--- config.mk ---
export PLATFORM = sky130hd
export DESIGN_NAME = tick_pulse_gen
export DESIGN_NICKNAME = d
export VERILOG_FILES = /design/src/rtl/tick_pulse_gen.sv
export SDC_FILE = /design/constraint.sdc
export NUM_CORES = 1
export LEC_CHECK = 0
export ABC_AREA = 1
export CAP_MARGIN = 20
export CORE_ASPECT_RATIO = 0.7
export CORE_MARGIN = 2
export CORE_UTILIZATION = 31
export CTS_CLUSTER_DIAMETER = 150
export DETAILED_ROUTE_END_ITERATION = 10
export PLACE_DENSITY = 0.55
export SKIP_LAST_GASP = 1
export SLEW_MARGIN = 20
export SYNTH_ARGS = -nofsm -noshare
export SYNTH_HDL_FRONTEND = slang
export SYNTH_SLANG_ARGS = --single-unit
--- constraint.sdc ---
create_clock -name clk -period 3.3 [get_ports clk]
set_input_delay 0.66 -clock clk [delete_from_list [all_inputs] [get_ports clk]]
set_output_delay 0.66 -clock clk [all_outputs]
set_load 0.01 [all_outputs]
--- src/rtl/tick_pulse_gen.sv ---
// tick_pulse_gen: divides clk down to a 1-cycle tick strobe with
// run/pause, single-step, restart and a fast divide for bench runs.
module tick_pulse_gen #(
  parameter int CLK_HZ   = 50000000,
  parameter int TICK_HZ  = 1,
  parameter int FAST_DIV = 4,
  parameter int CNT_W    = 26
) (
  input  logic       clk,
  input  logic       rst,
  input  logic       en,
  input  logic       fast,
  input  logic       step,
  input  logic       restart,
  output logic       tick,
  output logic [7:0] tick_count,
  output logic       running
);

  localparam int DIV = CLK_HZ / TICK_HZ;

  logic [CNT_W-1:0] r_cnt;
  logic             r_step_d;

  logic [CNT_W-1:0] w_div_sel;
  logic [CNT_W-1:0] w_last;
  logic             w_wrap;
  logic             w_step_rise;

  assign w_div_sel   = fast ? CNT_W'(FAST_DIV) : CNT_W'(DIV);
  assign w_last      = w_div_sel - CNT_W'(1);
  // >= so a mid-period switch to fast wraps on the next edge
  assign w_wrap      = (r_cnt >= w_last);
  assign w_step_rise = step & ~r_step_d;

  // step_d resets high so a step held through reset never ticks
  always_ff @(posedge clk or posedge rst) begin
    if (rst) begin
      r_cnt      <= '0;
      r_step_d   <= 1'b1;
      tick       <= 1'b0;
      tick_count <= 8'd0;
      running    <= 1'b0;
    end else begin
      r_step_d <= step;
      running  <= en;
      if (restart) begin
        r_cnt <= '0;
        tick  <= 1'b0;
      end else if (en) begin
        if (w_wrap) begin
          r_cnt      <= '0;
          tick       <= 1'b1;
          tick_count <= tick_count + 8'd1;
        end else begin
          r_cnt <= r_cnt + CNT_W'(1);
          tick  <= 1'b0;
        end
      end else if (w_step_rise) begin
        tick       <= 1'b1;
        tick_count <= tick_count + 8'd1;
      end else begin
        tick <= 1'b0;
      end
    end
  end

endmodule

==> flow_summary.yaml <==
timing:
  max_freq_mhz: 362
  final-setup-viol-count: 0
  finalWorstPathRequiredPeriod_ns: 2.76
  drv_slew: 0
  worst_clock_skew_ns: 0.00460
  worst_slew_margin_rel_pct: 66.9
  worst_slew_pin_slew_ns: 0.497
  finalCritPeriodShare_pct: 83.8
  grt_setup_unrepaired: "no"
  tns_ns: 0
  whs_ns: 0.518
  layout_setup_ws_ns: 0.535
  report.final.hold_viol_count: 0
drt:
  met1Wirelength_mm: 4.15
  route.detailed.vias_per_inst: 4.63
  dr_drc_count: 0
  vias: 2623
  met2RoutedLength_mm: 2.85
  first_iter_violations: 214
  ant_nets: 0
  maxUsedRoutingLayer: "met4"
  wire_per_inst_um: 12.9
  route.final.wire_length_mm: 7.28
  detailedRoute.firstPassIterationCount: 4
  routed-wl-met3_um: 210
hold_path:
  min_from: "tick_count[5]$_DFFE_PP0P_"
  worst_hold_path_type: "reg2reg"
grt:
  antenna_found_initial: 0
  grt_overflow_total: 0
  global_route_wire_length_before_repair_mm: 12.5
  grt_start_max_net_pins: 38
  grt.total_usage_pct: 15.4
  grt_pass1_vias: 2457
flow_run:
  timing.max_cap.violations: 0
power_and_ir_drop:
  netSwitchingFraction_pct: 27.3
  cellLeakagePower_nw: 1.70
  clock_network_fraction_of_design_power_pct: 40.7
  p_comb_share_pct: 14.8
  cell_internal_pwr_mw: 0.829
  switchingPower_mw: 0.311
  ir_drop_uv: 191
  seq_power_share_pct: 44.4
  pwr_density_cell_mw_per_mm2: 351
critical_path:
  timing.setup.critical_path_class: "in2reg"
  cp_slowest_cell: "sky130_fd_sc_hd__clkdlybuf4s50_1"
  worst_ep_required_time_ns: 3.52
  r2r_start: "r_cnt[17]$_DFFE_PP0P_"
  cp-startpoint: "fast"
  timing.critical_path.cells: "clkdlybuf4s50_1 -> buf_4 -> ha_1 -> inv_1 -> nor2_1 -> a21oi_1 -> nand2_1 -> a21oi_2 -> nand3_1 -> nand3_1 -> nand2_1 -> nand2_1"
  worst_ep_arrival_time_ns: 2.99
  worst_path_largest_cell_delay_ns: 0.46
  worst_setup_path_end_kind: "flip-flop"
  most_used_cell_along_the_critical_path: "sky130_fd_sc_hd__nand2_1"
  crit_path_max_fanout: 16
  setup.worst_path.start_class: "input port"
clocking:
  clock_tree.htree_level_count: 2
  cts_tree: "yes"
  clock_latency_ns: 0.29
  cts.sinks: 37
  worst_setup_hold_path_clk_slew_ns: 0.06
  ctsLongestPathBuffers: 2
  post_cts.repair.setup_buffers: 0
  ctsRootBufferMaster: "sky130_fd_sc_hd__clkbuf_16"
  number_of_hold_repair_buffers_added_at_the_cts_stage: 0
  cts_repair_resize_count: 0
  cts_buffers: 5
cells_and_area:
  layout.cell_area.non_filler_mm2: 0.00324
  share_of_cells_above_drive_strength_1_pct: 5.88
  num-nets-final: 465
  syn_to_final_growth_pct: 11.9
  final_common_cell: "sky130_fd_sc_hd__nand2_1"
  num-fill-cells: 977
  diodes: 0
  final_core_utilization_pct: 35.8
  layout.cells.most_common_list: "sky130_fd_sc_hd__nand2_1, sky130_fd_sc_hd__inv_1, sky130_fd_sc_hd__nor2_1, sky130_fd_sc_hd__dfrtp_1, sky130_fd_sc_hd__nand4_1"
placement:
  place_worst_setup_slack_ns: 0.252
  dpl.hpwl_mm: 5.22
  post_dp_cell_area_mm2: 0.00311
  placement.io_buffers: 15
  gp_congestion: 0.898
die:
  fp.coreArea_mm2: 0.00907
  fp-row-count: 29
  dieArea_mm2: 0.0102
  io_pins: 16
  initial_utilization_pct: 32.0
  chipWidth_um: 120
  die_height_um: 84.9
yosys:
  yosys_warnings: 0
  synth_sequential_area_ratio_pct: 32.0
  syn-mean-instance-area_um2: 6.79
  synth.net_count: 451
  combined_area_of_all_synthesized_cells_mm2: 0.00290
  ys_seq_elements: 37
  synthCells: 427
  synth.lib_cells_used.distinct: 26
run_status:
  outcome: "finished, final reports clean"
critical path: cells and delay by family:
kind | cells | cell delay, ns
AND/OR/NAND/NOR | 6 | 0.97
buffers and inverters | 3 | 0.79
AO/OA/AOI/OAI | 2 | 0.28
adder cells (fa/ha/maj) | 1 | 0.29
synth_stat cells (all sizes together):
master | number | area [um2]
nand2 | 177 | 664
inv | 49 | 184
nor2 | 45 | 179
dfrtp | 36 | 901
nand4 | 34 | 213
ha | 18 | 225
nand3 | 16 | 80.1
xor2 | 14 | 123
buf | 10 | 125
nor3 | 7 | 50.1
a21oi | 6 | 33.8
xnor2 | 6 | 52.6
clkbuf | 4 | 18.8
and2 | 1 | 8.76
clkinv | 1 | 3.75
dfstp | 1 | 26.3
nor4 | 1 | 6.26
o21ai | 1 | 5.00
cell type report:
type	instances	area (um2)	area share (%)
multi-input cells	326	1640	50.6
flip-flops and latches	37	927	28.6
repair buffers	21	195	6.02
inverters	50	188	5.78
well taps	124	155	4.78
clock buffers	6	129	3.97
clock inverters	2	10.0	0.309
power groups by stage:
| stage | clock network, mW | registers [mW] | logic (mW) |
|---|---|---|---|
| after floorplan | 0 | 0.517 | 0.0881 |
| final | 0.464 | 0.507 | 0.169 |
| after detailed placement | 0 | 0.514 | 0.171 |
| after global routing | 0.503 | 0.512 | 0.189 |
| after CTS | 0.480 | 0.506 | 0.172 |
| after global placement | 0 | 0.515 | 0.167 |
cells by family after synthesis:
group / Yosys count / synth area share, %
buf+inv: 64 / 11.4
compound gates: 7 / 1.34
simple gates: 281 / 41.4
xor+xnor: 20 / 6.04
fa+ha+maj: 18 / 7.77
flops: 37 / 32.0
worst paths after layout:
| path | end | slack, ns | cells after the start |
|---|---|---|---|
| min in group asynchronous | tick_count[5]$_DFFE_PP0P_ | 0.79 | 3 |
| worst min-delay path | tick_count[5]$_DFFE_PP0P_ | 0.52 | 2 |
| max in group asynchronous | r_step_d$_DFF_PP1_ | 2.15 | 3 |
| worst max register to register | tick_count[1]$_DFFE_PP0P_ | 1.07 | 10 |
| worst min register to register | tick_count[5]$_DFFE_PP0P_ | 0.52 | 2 |
| worst max-delay path | tick_count[1]$_DFFE_PP0P_ | 0.54 | 12 |
per-layer routing:
layer / track usage (%) / up-vias
met5: 0 / -
met4: 3.21 / 0
met3: 2.82 / 6
met2: 22.3 / 26
met1: 23.6 / 1217
li1: - / 1374
through the flow:
stage	power, mW	instances
final	1.14	566
after global routing	1.20	566
after CTS	1.16	566
after detailed placement	0.685	558
after global placement	0.682	558
after floorplan	0.606	427
registers in the layout (all words and copies together) (netlist names):
signal and count:
r_step_d 1, tick_count 8, r_cnt 26, tick 1
running 1
(Power assumes the default switching activity.)
